--- config.mk ---
export PLATFORM = sky130hd
export DESIGN_NAME = note_score_tracker_flat
export DESIGN_NICKNAME = d
export VERILOG_FILES = /design/src/rtl/note_score_tracker_if.sv /design/src/rtl/note_score_tracker.sv /design/src/flat_wrapper.sv
export SDC_FILE = /design/constraint.sdc
export NUM_CORES = 1
export LEC_CHECK = 0
export CAP_MARGIN = 5
export CELL_PAD_IN_SITES_DETAIL_PLACEMENT = 0
export CELL_PAD_IN_SITES_GLOBAL_PLACEMENT = 2
export CORE_AREA = 8 8 142 144
export CTS_BUF_LIST = sky130_fd_sc_hd__clkbuf_4 sky130_fd_sc_hd__clkbuf_8
export CTS_CLUSTER_SIZE = 10
export DETAILED_ROUTE_END_ITERATION = 12
export DIE_AREA = 0 0 150 152
export PLACE_DENSITY_LB_ADDON = 0.1
export SKIP_CTS_REPAIR_TIMING = 1
export SLEW_MARGIN = 10
export SYNTH_ARGS = -nofsm -noshare
export SYNTH_HDL_FRONTEND = slang
export SYNTH_SLANG_ARGS = --single-unit
--- constraint.sdc ---
create_clock -name clk -period 4.2 [get_ports clk]
set_input_delay 1.05 -clock clk [delete_from_list [all_inputs] [get_ports clk]]
set_output_delay 1.05 -clock clk [all_outputs]
set_load 0.05 [all_outputs]
--- src/rtl/note_score_tracker_if.sv ---
// Handshake bundle between the song sequencer and the note score tracker.
// The sequencer drives the key vectors and song pulses; the tracker returns the grade and counters.
interface note_score_tracker_if #(
  parameter int KEYS = 10
);
  logic [KEYS-1:0] store;
  logic [KEYS-1:0] NOTE;
  logic            song_start;
  logic            note_tick;
  logic            song_end;
  logic [2:0]      level;
  logic            level_valid;
  logic            busy;
  logic [7:0]      perfect_cnt;
  logic [7:0]      miss_cnt;

  modport master (
    output store, NOTE, song_start, note_tick, song_end,
    input  level, level_valid, busy, perfect_cnt, miss_cnt
  );

  modport slave (
    input  store, NOTE, song_start, note_tick, song_end,
    output level, level_valid, busy, perfect_cnt, miss_cnt
  );
endinterface

--- src/rtl/note_score_tracker.sv ---
// Learning-mode scorer: rates each played note perfect/good/miss by its mismatch time,
// accumulates points over a song and emits a grade level 0 (S) .. 4 (D) at song end.
module note_score_tracker #(
  parameter int CNT_W       = 27,
  parameter int TOL_CYCLES  = 100000,
  parameter int GOOD_CYCLES = 2500000
) (
  input  logic                 clk,
  input  logic                 rst,
  note_score_tracker_if.slave  bus
);

  typedef enum logic [1:0] {
    IDLE  = 2'd0,
    PLAY  = 2'd1,
    FINAL = 2'd2,
    DONE  = 2'd3
  } state_t;

  localparam logic [CNT_W-1:0] ERR_MAX = '1;
  localparam logic [CNT_W-1:0] TOL_C   = CNT_W'(TOL_CYCLES);
  localparam logic [CNT_W-1:0] GOOD_C  = CNT_W'(GOOD_CYCLES);

  state_t           state_r;
  state_t           state_s;
  logic [CNT_W-1:0] err_cnt_r;
  logic [CNT_W-1:0] err_now_s;
  logic             note_seen_r;
  logic             seen_now_s;
  logic             note_on_s;
  logic             miss_cyc_s;
  logic             close_s;
  logic [8:0]       points_r;
  logic [7:0]       total_r;
  logic [7:0]       perfect_cnt_r;
  logic [7:0]       good_cnt_r;
  logic [7:0]       miss_cnt_r;
  logic [2:0]       level_r;
  logic             level_valid_r;
  logic             busy_r;

  function automatic logic [7:0] sat_inc8(input logic [7:0] v);
    return (v == 8'd255) ? v : v + 8'd1;
  endfunction

  function automatic logic [8:0] sat_add_pts(input logic [8:0] p, input logic [1:0] a);
    logic [9:0] s;
    s = {1'b0, p} + {8'd0, a};
    return (s > 10'd510) ? 9'd510 : s[8:0];
  endfunction

  // Grade thresholds as ratios of points to the maximum 2*total, cross-multiplied to stay integer
  function automatic logic [2:0] grade(input logic [8:0] pts, input logic [7:0] tot);
    logic [13:0] mx;
    logic [13:0] p20;
    logic [13:0] p10;
    mx  = 14'({tot, 1'b0});
    p20 = 14'(pts) * 14'd20;
    p10 = 14'(pts) * 14'd10;
    if (tot == 8'd0)               return 3'd4;
    else if (p20 >= mx * 14'd19)   return 3'd0;
    else if (p10 >= mx * 14'd8)    return 3'd1;
    else if (p10 >= mx * 14'd6)    return 3'd2;
    else if (p10 >= mx * 14'd4)    return 3'd3;
    else                           return 3'd4;
  endfunction

  assign note_on_s  = (bus.NOTE != '0);
  assign miss_cyc_s = note_on_s && (bus.store != bus.NOTE);
  assign seen_now_s = note_seen_r | note_on_s;
  assign close_s    = bus.note_tick | bus.song_end;

  // Mismatch count including the current cycle's compare, saturating
  always_comb begin
    err_now_s = err_cnt_r;
    if (miss_cyc_s && (err_cnt_r != ERR_MAX)) begin
      err_now_s = err_cnt_r + CNT_W'(1);
    end else begin
      err_now_s = err_cnt_r;
    end
  end

  // Next-state logic; song_start wins from any state
  always_comb begin
    state_s = state_r;
    case (state_r)
      IDLE:    state_s = bus.song_start ? PLAY : IDLE;
      PLAY: begin
        if (bus.song_start)     state_s = PLAY;
        else if (bus.song_end)  state_s = FINAL;
        else                    state_s = PLAY;
      end
      FINAL:   state_s = bus.song_start ? PLAY : DONE;
      DONE:    state_s = bus.song_start ? PLAY : DONE;
      default: state_s = IDLE;
    endcase
  end

  // State register
  always_ff @(posedge clk or negedge rst) begin
    if (!rst) state_r <= IDLE;
    else      state_r <= state_s;
  end

  // Registered busy flag follows the upcoming state
  always_ff @(posedge clk or negedge rst) begin
    if (!rst) busy_r <= 1'b0;
    else      busy_r <= (state_s == PLAY) || (state_s == FINAL);
  end

  // Per-note mismatch tracking, note classification and grade computation
  always_ff @(posedge clk or negedge rst) begin
    if (!rst) begin
      err_cnt_r     <= '0;
      note_seen_r   <= 1'b0;
      points_r      <= 9'd0;
      total_r       <= 8'd0;
      perfect_cnt_r <= 8'd0;
      good_cnt_r    <= 8'd0;
      miss_cnt_r    <= 8'd0;
      level_r       <= 3'd0;
      level_valid_r <= 1'b0;
    end else if (bus.song_start) begin
      err_cnt_r     <= '0;
      note_seen_r   <= 1'b0;
      points_r      <= 9'd0;
      total_r       <= 8'd0;
      perfect_cnt_r <= 8'd0;
      good_cnt_r    <= 8'd0;
      miss_cnt_r    <= 8'd0;
      level_valid_r <= 1'b0;
    end else begin
      case (state_r)
        PLAY: begin
          if (close_s) begin
            err_cnt_r   <= '0;
            note_seen_r <= 1'b0;
            // A pure rest (no non-zero NOTE seen) is not a scored note
            if (seen_now_s) begin
              total_r <= sat_inc8(total_r);
              if (err_now_s < TOL_C) begin
                perfect_cnt_r <= sat_inc8(perfect_cnt_r);
                points_r      <= sat_add_pts(points_r, 2'd2);
              end else if (err_now_s < GOOD_C) begin
                good_cnt_r <= sat_inc8(good_cnt_r);
                points_r   <= sat_add_pts(points_r, 2'd1);
              end else begin
                miss_cnt_r <= sat_inc8(miss_cnt_r);
              end
            end
          end else begin
            err_cnt_r   <= err_now_s;
            note_seen_r <= seen_now_s;
          end
        end
        FINAL: begin
          level_r       <= grade(points_r, total_r);
          level_valid_r <= 1'b1;
        end
        default: begin
          level_valid_r <= level_valid_r;
        end
      endcase
    end
  end

  assign bus.level       = level_r;
  assign bus.level_valid = level_valid_r;
  assign bus.busy        = busy_r;
  assign bus.perfect_cnt = perfect_cnt_r;
  assign bus.miss_cnt    = miss_cnt_r;

endmodule
--- src/flat_wrapper.sv ---
// flat-port wrapper written by rule: the top's interface ports become plain ports
module note_score_tracker_flat 
#(
  parameter int CNT_W       = 27,
  parameter int TOL_CYCLES  = 100000,
  parameter int GOOD_CYCLES = 2500000
)
  (clk, rst, bus_store, bus_NOTE, bus_song_start, bus_note_tick, bus_song_end, bus_level, bus_level_valid, bus_busy, bus_perfect_cnt, bus_miss_cnt);
  note_score_tracker_if bus_i ();
  input  logic clk;
  input  logic rst;
  input wire logic [$bits(bus_i.store)-1:0] bus_store;
  input wire logic [$bits(bus_i.NOTE)-1:0] bus_NOTE;
  input wire logic [$bits(bus_i.song_start)-1:0] bus_song_start;
  input wire logic [$bits(bus_i.note_tick)-1:0] bus_note_tick;
  input wire logic [$bits(bus_i.song_end)-1:0] bus_song_end;
  output wire logic [$bits(bus_i.level)-1:0] bus_level;
  output wire logic [$bits(bus_i.level_valid)-1:0] bus_level_valid;
  output wire logic [$bits(bus_i.busy)-1:0] bus_busy;
  output wire logic [$bits(bus_i.perfect_cnt)-1:0] bus_perfect_cnt;
  output wire logic [$bits(bus_i.miss_cnt)-1:0] bus_miss_cnt;
  assign bus_i.store = bus_store;
  assign bus_i.NOTE = bus_NOTE;
  assign bus_i.song_start = bus_song_start;
  assign bus_i.note_tick = bus_note_tick;
  assign bus_i.song_end = bus_song_end;
  assign bus_level = bus_i.level;
  assign bus_level_valid = bus_i.level_valid;
  assign bus_busy = bus_i.busy;
  assign bus_perfect_cnt = bus_i.perfect_cnt;
  assign bus_miss_cnt = bus_i.miss_cnt;
  note_score_tracker #(.CNT_W(CNT_W), .TOL_CYCLES(TOL_CYCLES), .GOOD_CYCLES(GOOD_CYCLES)) u_core (.clk(clk), .rst(rst), .bus(bus_i));
endmodule
==> results of run 1 <==
==> report_power, final <==
group	total (mW)	internal [mW]	switching, mW	leakage (nW)
combinational	0.697	0.301	0.396	2.58
sequential	0.727	0.688	0.0388	0.923
clock	0.606	0.284	0.322	0.101
total	2.03	1.27	0.757	3.61
==> sequential cells by signal (all words and copies together) (netlist names) <==
name and flops:
u_core.total_r 8, u_core.err_cnt_r 27, u_core.bus.level_valid 1, u_core.points_r 9, u_core.state_r 2, u_core.bus.miss_cnt 8, u_core.bus.level 3, u_core.note_seen_r 1
u_core.bus.busy 1, u_core.bus.perfect_cnt 8
==> synth_stat cells, drive strengths merged (5+ instances only) <==
master,count,area (um2)
o21ai,49,249.0
o41ai,6,52.55
a22o,5,43.79
or2,8,50.05
ha,87,1089
nand2,68,255.2
mux2i,7,70.07
a31oi,22,143.9
xor2,13,113.9
nor4,14,100.1
nand2b,5,31.28
a21o,13,97.59
buf,12,65.06
nand3,41,205.2
nor3,24,125.1
o211ai,5,37.54
nor2b,7,43.79
or3,7,43.79
clkbuf,23,86.33
xnor2,38,332.8
dfrtp,68,1702
nor2,45,168.9
inv,42,157.7
nand4,20,140.1
a21oi,45,229.0
o21bai,7,52.55
and3,16,100.1
fa,7,140.1
o31ai,8,60.06
and2,5,31.28
o21a,17,127.6
a211oi,7,52.55
==> routing by layer <==
metal | part of all wire, % | wire length [um] | GRT usage (%)
met5 | 0 | 0 | 0
met3 | 4.3 | 847 | 3.119
met4 | 0.74 | 145 | 4.048
met1 | 51 | 9974 | 25.21
met2 | 44 | 8755 | 27.27
==> cells by family after synthesis <==
family                   synth area share [%]
adder cells (fa/ha/maj)                 18.46
AND/OR/NAND/NOR                         22.22
multiplexers                            1.715
XOR/XNOR                                6.656
flip-flops                              25.35
AO/OA/AOI/OAI                           20.94
buffers and inverters                   4.661
==> layout make-up <==
cell class              instances  area (um2)  share of cell area (%)
inverters                      43       161.4                   2.016
clock buffers                   9       123.9                   1.547
clock inverters                 7       81.33                   1.016
repair buffers                105       910.9                   11.38
well taps                     229       286.5                   3.579
flip-flops and latches         68        1704                   21.29
multi-input cells             654        4737                   59.17
==> worst register-to-register path, delay by kind of cell (launching register included) <==
| family | cells | cell delay (ns) |
|---|---|---|
| fa+ha+maj | 5 | 1.74 |
| compound gates | 8 | 1.45 |
| flops | 1 | 0.47 |
| xor+xnor | 1 | 0.17 |
| buf+inv | 1 | 0.11 |
==> metrics by stage <==
step,power (mW),hold slack (ns)
global route,2.160,0.5167
detailed placement,1.434,0.4771
CTS,2.053,0.4969
floorplan,1.182,0.4924
global placement,1.426,0.4668
finish,2.030,0.4900
==> cell usage in the layout (no fill, tap or decap), types with 6 or more instances in the layout <==
master,n
ha_1,86
nand2_1,68
dfrtp_1,66
buf_4,60
o21ai_0,48
nor2_1,45
clkdlybuf4s50_1,44
inv_1,42
a21oi_1,41
nand3_1,41
xnor2_1,37
nor3_1,23
a31oi_1,20
nand4_1,19
o21a_1,17
and3_1,16
a21o_1,13
xor2_1,12
nor4_1,12
clkbuf_8,9
o31ai_1,8
o21bai_1,7
nor2b_1,7
or3_1,7
mux2i_1,7
or2_2,7
fa_1,7
o41ai_1,6
a211oi_1,6
==> path summary, 6_finish.rpt <==
path	start	to	slack, ns	cells past startpoint
hold reg to reg	u_core.bus.level_valid	u_core.bus.level_valid	0.49	1
max in group asynchronous	rst	u_core.total_r[1]	2.71	1
setup reg to reg	u_core.total_r[1]	u_core.bus.level[1]	0.21	15
setup / recovery	u_core.total_r[1]	u_core.bus.level[1]	0.21	15
hold / removal	u_core.bus.level_valid	u_core.bus.level_valid	0.49	1
min in group asynchronous	rst	u_core.total_r[4]	0.81	1
==> impl_metrics.ini, run 1 <==
[cts]
cts_tree = yes
cts_root_buffer = clkbuf_8
clkLatencyLatePin_ns = 0.37
cts-buffers-inserted = 9
clk_pin_slew_ns = 0.09
cts_buffer_depth = 2
clock-sinks = 68
htreeDepth = 3

[power]
p_leak_nw = 3.607
vdd_drop_max_mv = 0.3491
powerDensity_nw_per_um2 = 253.6

[floorplan]
ioPinCount = 46
fp.dieW_um = 150
die_area_um2 = 22800
die_h_um = 152
initial_utilization_pct = 37.75
rows = 49
core-area_um2 = 17780

[placed_design]
place_ws_ns = -0.1528
place.gp.congestion = 0.8241
placed_cells = 1099
port_buffers = 45
post_dp_cell_area_um2 = 7757
dp_hpwl_um = 15000

[layout]
area_growth_pct = 19.28
drive_gt1_share_pct = 12.08
nFillCells = 1800
diodes = 0
fin_util_pct = 45.02
fin_cells = 1115
nets = 1000
design_area_um2 = 8005

[sta]
slew_headroom_pct = 36.14
finalCriticalPeriod_ns = 3.986
final.setup_skew_ns = 0.01548
fin_ws_ns = 0.2140
grt_setup_unrepaired = false
finalHoldViolCount = 0
fmax_ghz = 0.2509
setup_viol = 0
tightest_slew_ns = 0.9579
drv_slew = 0
tns_ns = 0
fin_crit_sh_pct = 94.91

[routing]
drt-total-wl_um = 19720
wire_per_inst_um = 17.69
drc = 0
antenna_left = 0
viasPerCell = 5.701
drt-pass1-iter-count = 5
vias = 6357
drt-initial-drc-count = 420

[synthesis]
async_flop_share_pct = 100.0
ys.flop_type = dfrtp_1
synth.distinct_cells = 73
ys_seq_area_share_pct = 25.35
netlist_area_um2 = 6711
ys_ff_latch = 68
yosysWarnings = 0
synth_edf_count = 0
syn_inst = 800
avgSynthCellArea_um2 = 8.389
syn_nets = 919

[setup_path]
critPathMaxStageDelay_ns = 0.47
cp.required_ns = 4.50
worstSetupPathType = register to register
path_cells = ha_1, fa_1, ha_1, inv_1, o21bai_1, a21o_1, a21o_1, xnor2_1, ha_1, a21oi_1, o21ai_0, a21o_1, maj3_1, a211oi_2, a32o_1
cp-end-kind = register
crit_arrival_ns = 4.29
critical_path_buf_inv_count = 1
cp_top_family = adder cells
start_kind = register
cp_slowest_cell = dfrtp_2
crit_fanout = 5

[global_routing]
grt_pass1_vias = 6335
antenna_found_initial = 0
grt_usage_pct = 17.75
grt_max_degree = 69
overflow = 0
grt_pass1_wl_um = 33170

[flow_run]
maxCapViolations = 0

[min_path]
hold_class = register to register

[status]
status = complete, no violations
Note: power is estimated with default switching activity, not from simulation.
==> run 2: changes to the inputs <==
--- a/config.mk
+++ b/config.mk
@@ -8,11 +8,13 @@
 export CAP_MARGIN = 5
 export CELL_PAD_IN_SITES_DETAIL_PLACEMENT = 0
 export CELL_PAD_IN_SITES_GLOBAL_PLACEMENT = 2
-export CORE_AREA = 8 8 142 144
+export CORE_AREA = 8 8 137 139
 export CTS_BUF_LIST = sky130_fd_sc_hd__clkbuf_4 sky130_fd_sc_hd__clkbuf_8
 export CTS_CLUSTER_SIZE = 10
 export DETAILED_ROUTE_END_ITERATION = 12
-export DIE_AREA = 0 0 150 152
+export DIE_AREA = 0 0 145 147
+export GPL_TIMING_DRIVEN = 1
+export MAX_ROUTING_LAYER = met4
 export PLACE_DENSITY_LB_ADDON = 0.1
 export SKIP_CTS_REPAIR_TIMING = 1
 export SLEW_MARGIN = 10
==> constraint.sdc (replaced) <==
create_clock -name clk -period 4.9 [get_ports clk]
set_input_delay 1.225 -clock clk [delete_from_list [all_inputs] [get_ports clk]]
set_output_delay 1.225 -clock clk [all_outputs]
set_load 0.05 [all_outputs]
==> run 2 against run 1 <==
- clock-buffer cell count stayed put
- worst setup slack better by 0.29 ns
- clock power shrank 18%
==> impl_metrics.ini, run 2 (same netlist as run 1, synthesis figures left out) <==
[status]
status = complete, no violations

[setup_path]
worstSetupPathType = register to register
critPathCapture = u_core.bus.level[1]
ff2ff_path_depth = 17
critPathMaxStageDelay_ns = 0.55
cp_slowest_cell = dfrtp_1
cp-end-kind = register
cp.required_ns = 5.21
r2r_end = u_core.bus.level[1]
startpoint = u_core.total_r[3]
reg2reg_slack_ns = 0.50
path_cells = inv_1, ha_1, inv_1, fa_1, inv_1, a21oi_1, o21bai_1, a21o_1, a21o_1, xnor2_1, ha_1, a21oi_1, o21ai_0, a21o_1, maj3_1, a211oi_1, a32o_1
crit_fanout = 6
crit_arrival_ns = 4.71
start_kind = register
r2r-start = u_core.total_r[3]

[power]
vdd_drop_max_mv = 0.1536
switching_power_uw = 624.6
combPwrFrac_pct = 33.4
p_total_mw = 1.690
powerDensity_nw_per_um2 = 222.1
clkPwrFrac_pct = 29.5
internal_power_mw = 1.066
p_leak_nw = 3.372
sw_frac_of_total_pct = 36.95
power_frac_seq_pct = 37.2

[cts]
cts_root_buffer = clkbuf_8
cts_tree = yes
cts_buffer_depth = 2
cts-buffers-inserted = 9
clkLatencyLatePin_ns = 0.37
clock-sinks = 68
htreeDepth = 3
clk_pin_slew_ns = 0.09

[sta]
final.setup_skew_ns = 0.02054
fin_crit_sh_pct = 89.76
grt_setup_unrepaired = false
tns_ns = 0
fmax_ghz = 0.2274
finalCriticalPeriod_ns = 4.398
setup_viol = 0
drv_slew = 0
tightest_slew_ns = 0.9660
whs_ns = 0.4847
slew_headroom_pct = 35.60
finalHoldViolCount = 0

[layout]
nets = 956
diodes = 0
drive_gt1_share_pct = 6.295
fin_cells = 1067
design_area_um2 = 7610
largest-register = u_core.err_cnt_r
top_regs = u_core.err_cnt_r: 27 flops, u_core.points_r: 9 flops
layout_common_cells = ha_1 (87), nand2_1 (68), dfrtp_1 (68)
final_common_cell = ha_1
area_growth_pct = 13.39
largest_reg_flops = 27

[routing]
drt-initial-drc-count = 487
met3_length_um = 690
drt-total-wl_um = 18940
antenna_left = 0
drc = 0
vias = 6139
wl_met2_um = 8368
met1_length_um = 9547
viasPerCell = 5.754
drt-pass1-iter-count = 5
wire_per_inst_um = 17.75
topRoutingLayerUsed = met4

[global_routing]
grt_usage_pct = 18.43
antenna_found_initial = 0
overflow = 0
grt_max_degree = 69
grt_pass1_vias = 6037
grt_pass1_wl_um = 31440

[floorplan]
ioPinCount = 46
core-area_um2 = 16760
die_h_um = 147
rows = 48
fp.dieW_um = 145
die_area_um2 = 21320
initial_utilization_pct = 40.05

[placed_design]
port_buffers = 45
place.gp.congestion = 0.8609
post_dp_cell_area_um2 = 7410
placed_cells = 1051
dp_hpwl_um = 14350

[min_path]
whs_path_depth = 1
hold_class = register to register

[flow_run]
maxCapViolations = 0
## run 2: layout make-up
class                           instances  area (um2)
Tap cell                              225       281.5
Multi-Input combinational cell        654        4697
Inverter                               43       161.4
Sequential cell                        68        1702
Timing Repair Buffer                   61       568.0
Clock inverter                          7       76.32
Fill cell                            1668        9146
Clock buffer                            9       123.9
## run 2: metal layers
metal | vias to the layer above | track usage (%)
li1 | 3029 | -
met1 | 2946 | 24.66
met2 | 141 | 28.11
met3 | 23 | 2.584
met4 | 0 | 6.207
met5 | - | -
## run 2: how the worst min path moves through the flow
stage	from	to	slack (ns)
after floorplan	u_core.note_seen_r	u_core.note_seen_r	0.49
after global placement	u_core.bus.level_valid	u_core.bus.level_valid	0.47
after detailed placement	u_core.bus.level_valid	u_core.bus.level_valid	0.47
after CTS	u_core.bus.level_valid	u_core.bus.level_valid	0.49
after global routing	u_core.bus.level_valid	u_core.bus.level_valid	0.52
final	u_core.bus.level_valid	u_core.bus.level_valid	0.48
## run 2: power by group through the flow
stage	registers [mW]	clock network [mW]	logic, mW
floorplan	0.689	0	0.325
global placement	0.640	0	0.553
detailed placement	0.640	0	0.562
CTS	0.628	0.516	0.568
global route	0.634	0.536	0.629
finish	0.628	0.498	0.564
## run 2: stage by stage
step,setup WS (ns),utilization (%)
floorplan,1.043,-
global placement,0.4002,44.22
detailed placement,0.2761,44.22
CTS,0.5350,45.42
global route,0.3272,45.42
finish,0.5018,45.42
## run 2: worst max-delay path: cells and delay by family, from the launching register on
kind	cells	cell delay, ns
compound gates	9	1.74
fa+ha+maj	4	1.53
flops	1	0.55
buf+inv	3	0.38
xor+xnor	1	0.17
==> run 3: changes to the inputs <==
--- a/config.mk
+++ b/config.mk
@@ -15,7 +15,7 @@
 export DIE_AREA = 0 0 145 147
 export GPL_TIMING_DRIVEN = 1
 export MAX_ROUTING_LAYER = met4
-export PLACE_DENSITY_LB_ADDON = 0.1
+export PLACE_DENSITY = 0.95
 export SKIP_CTS_REPAIR_TIMING = 1
 export SLEW_MARGIN = 10
 export SYNTH_ARGS = -nofsm -noshare
==> run 3 against run 2 <==
- maximum frequency increased by 4.7%
- worst hold slack better by 0.031 ns
- clock-buffer cell count up 4
- critical path type unchanged
- routed wire length is 5.8% lower
- final cell count shrank 0.19%
- largest cell class unchanged
- worst setup slack gained 0.20 ns
- critical path depth decreased by 3
- non-clock buffer count down 1
- final area fell by 0.16%
==> impl_metrics.ini, run 3 (same netlist as run 1, synthesis figures left out) <==
[min_path]
whs_path_depth = 1
hold_class = register to register

[placed_design]
place_ws_ns = 0.3229
place.gp.congestion = 0.8540
placed_cells = 1050
port_buffers = 45
dp_hpwl_um = 13180

[cts]
clock-sinks = 68
cts_tree = yes
clkLatencyLatePin_ns = 0.38
cts_buffer_depth = 2
htreeDepth = 3
cts_root_buffer = clkbuf_8
clk_pin_slew_ns = 0.09
cts-buffers-inserted = 9

[floorplan]
core-area_um2 = 16760
ioPinCount = 46
die_h_um = 147
die_area_um2 = 21320
rows = 48
initial_utilization_pct = 40.05
fp.dieW_um = 145

[global_routing]
grt_usage_pct = 17.56
grt_pass1_vias = 5990
overflow = 0
antenna_found_initial = 0
grt_max_degree = 69
grt_pass1_wl_um = 30200

[flow_run]
maxCapViolations = 0

[power]
vdd_drop_max_mv = 0.2067
power_frac_seq_pct = 37.7
combPwrFrac_pct = 32.7
clkPwrFrac_pct = 29.6
powerDensity_nw_per_um2 = 221.1
switching_power_uw = 590.4
p_total_mw = 1.680
sw_frac_of_total_pct = 35.14
p_leak_nw = 3.374
internal_power_mw = 1.090

[layout]
nFillCells = 1674
diodes = 0
fin_cells = 1065
top_regs = u_core.err_cnt_r: 27 flops, u_core.points_r: 9 flops
fin_util_pct = 45.34
final_common_cell = ha_1
nets = 955
largest_reg_flops = 27
largest-register = u_core.err_cnt_r
area_growth_pct = 13.20
drive_gt1_share_pct = 6.071
layout_common_cells = ha_1 (87), nand2_1 (68), dfrtp_1 (68)

[sta]
grt_setup_unrepaired = false
tightest_slew_ns = 0.9434
slew_headroom_pct = 37.11
tns_ns = 0
final.setup_skew_ns = 0.01597
setup_viol = 0
finalCriticalPeriod_ns = 4.201
fin_crit_sh_pct = 85.74
fin_ws_ns = 0.6990
finalHoldViolCount = 0
drv_slew = 0
fmax_ghz = 0.2380

[routing]
wire_per_inst_um = 16.75
drt-total-wl_um = 17840
drt-pass1-iter-count = 5
viasPerCell = 5.749
vias = 6123
antenna_left = 0
drc = 0
drt-initial-drc-count = 399

[status]
status = complete, no violations

[setup_path]
crit_fanout = 8
crit_arrival_ns = 4.46
start_kind = register
cp-end-kind = register
cp.required_ns = 5.16
worstSetupPathType = register to register
ff2ff_path_depth = 14
[run 3: changes by cell type in the layout (fill, tap and decap cells not counted)]
cell	change
inv_6	-1
clkinvlp_4	-2
clkbuf_4	+3
clkinv_4	-2
clkbuf_8	+1
buf_4	-1
[run 3: path summary, 6_finish.rpt]
kind | to | startpoint | slack (ns)
setup / recovery | u_core.bus.level[1] | u_core.points_r[2] | 0.70
max in group asynchronous | u_core.bus.perfect_cnt[1] | rst | 3.29
hold / removal | u_core.bus.level[0] | u_core.bus.level[0] | 0.52
setup reg to reg | u_core.bus.level[1] | u_core.points_r[2] | 0.70
hold reg to reg | u_core.bus.level[0] | u_core.bus.level[0] | 0.52
min in group asynchronous | u_core.err_cnt_r[0] | rst | 1.00
[run 3: stage by stage]
stage                     area (um2)  hold slack (ns)
after floorplan                 6711           0.4924
after global placement          7402           0.4929
after detailed placement        7402           0.5020
after CTS                       7597           0.5208
after global routing            7597           0.5448
final                           7597           0.5159
[run 3: cell type report]
cell class / instances / area, um2 / share of cell area [%]
clock inverters: 2 / 35.03 / 0.4611
well taps: 225 / 281.5 / 3.706
multi-input cells: 654 / 4697 / 61.82
repair buffers: 60 / 560.5 / 7.378
clock buffers: 13 / 160.2 / 2.108
inverters: 43 / 161.4 / 2.125
flip-flops and latches: 68 / 1702 / 22.40
[run 3: power groups by stage]
stage	registers, mW	logic (mW)	clock network, mW
4_1_cts	0.634	0.554	0.512
6_report	0.634	0.549	0.497
3_5_place_dp	0.644	0.549	0
5_1_grt	0.639	0.617	0.538
3_3_place_gp	0.644	0.548	0
2_1_floorplan	0.689	0.325	0
[run 3: critical path, stage by stage, from the launching register on]
cell	delay (ns)
dfrtp_1	0.51
ha_1	0.40
ha_1	0.31
a21o_1	0.17
a21oi_1	0.22
o21bai_1	0.10
a21oi_1	0.22
xnor2_1	0.27
ha_1	0.34
nand3_1	0.10
a21oi_1	0.06
o31a_1	0.29
o21a_1	0.18
or4b_2	0.63
a32o_1	0.28
[run 3: layer usage]
layer / global-route usage, % / up-vias / routed length (um)
met5: - / - / 0
met4: 4.892 / 0 / 244
met3: 2.738 / 15 / 777
met2: 26.75 / 138 / 7765
met1: 23.71 / 2932 / 9048
li1: - / 3038 / -
==> patch, RTL diff (settings of run 3) <==
`CNT_W` is set to 27 in 2 places; all go to 54.
--- a/src/rtl/note_score_tracker.sv
+++ b/src/rtl/note_score_tracker.sv
@@ -1,7 +1,7 @@
 // Learning-mode scorer: rates each played note perfect/good/miss by its mismatch time,
 // accumulates points over a song and emits a grade level 0 (S) .. 4 (D) at song end.
 module note_score_tracker #(
-  parameter int CNT_W       = 27,
+  parameter int CNT_W       = 54,
   parameter int TOL_CYCLES  = 100000,
   parameter int GOOD_CYCLES = 2500000
 ) (
--- a/src/flat_wrapper.sv
+++ b/src/flat_wrapper.sv
@@ -1,7 +1,7 @@
 // flat-port wrapper written by rule: the top's interface ports become plain ports
 module note_score_tracker_flat 
 #(
-  parameter int CNT_W       = 27,
+  parameter int CNT_W       = 54,
   parameter int TOL_CYCLES  = 100000,
   parameter int GOOD_CYCLES = 2500000
 )
Function: no difference found for any inputs over 4 cycles, from zero or initial values and one cycle with rst low; that may be too few to reach the edited logic, so the function may still have changed.
==> patch against run 3 <==
Area after synthesis increased by 37%; the run now fails in global placement without I/O (3_1_place_gp_skip_io).
==> patch: results (changes against run 3) <==
ys_seq_area_share_pct: 25.8  # was 25.4%
lastStage: "global placement without I/O (3_1_place_gp_skip_io)"
yosysUniqueCellTypes: 84  # was 73
syn_area_um2: 9210  # was 6710 um2
ys_ff_latch: 95  # was 68
yosysWarnings: 0  # unchanged
synth_edf_count: 0  # unchanged
outcome: "stopped before the end"  # was complete, no violations
postSynthAreaPerCell_um2: 8.13  # was 8.39 um2
synth_ff_type: "dfrtp_1"  # unchanged
yosys-top-cells-area: "dfrtp_1 (26%), ha_1 (12%), o21ai_0 (5.2%)"  # was dfrtp_1 (25%), ha_1 (16%), xnor2_1 (5.0%)
synth_top_cells_by_count: "dfrtp_1 (95), o21ai_0 (95), nand2_1 (94), ha_1 (88), nor2_1 (67)"  # was ha_1 (87), dfrtp_1 (68), nand2_1 (68), o21ai_0 (48), nor2_1 (45)
error: "[ERROR GPL-0301] Utilization 101.034 % exceeds 100%."
synthArstFlopShare_pct: 100  # unchanged
syn_nets: 1253  # was 919
==> patch: cell count changes after synthesis, sizes merged, moves of 9 or more <==
cell    before  now
nand3       41   59
o31ai        8   19
inv         42   62
nand4       20   46
clkbuf      23   40
o21ai       49   95
nor2        45   67
dfrtp       68   95
nand2       68   95
buf         12   28
a21o        13   22
nor4        14   30
or3          7   22
nor3        24   35
==> patch: logic make-up after synthesis <==
| logic type | count (synthesis) | synth area share, % |
|---|---|---|
| muxes | 12 | 1.35 |
| AOI/OAI and AO/OA | 299 | 21.4 |
| adders and majority gates | 96 | 13.6 |
| buffers and inverters | 130 | 5.95 |
| xor gates and xnor gates | 56 | 5.33 |
| DFF | 95 | 25.8 |
| and+or+nand+nor | 445 | 26.6 |
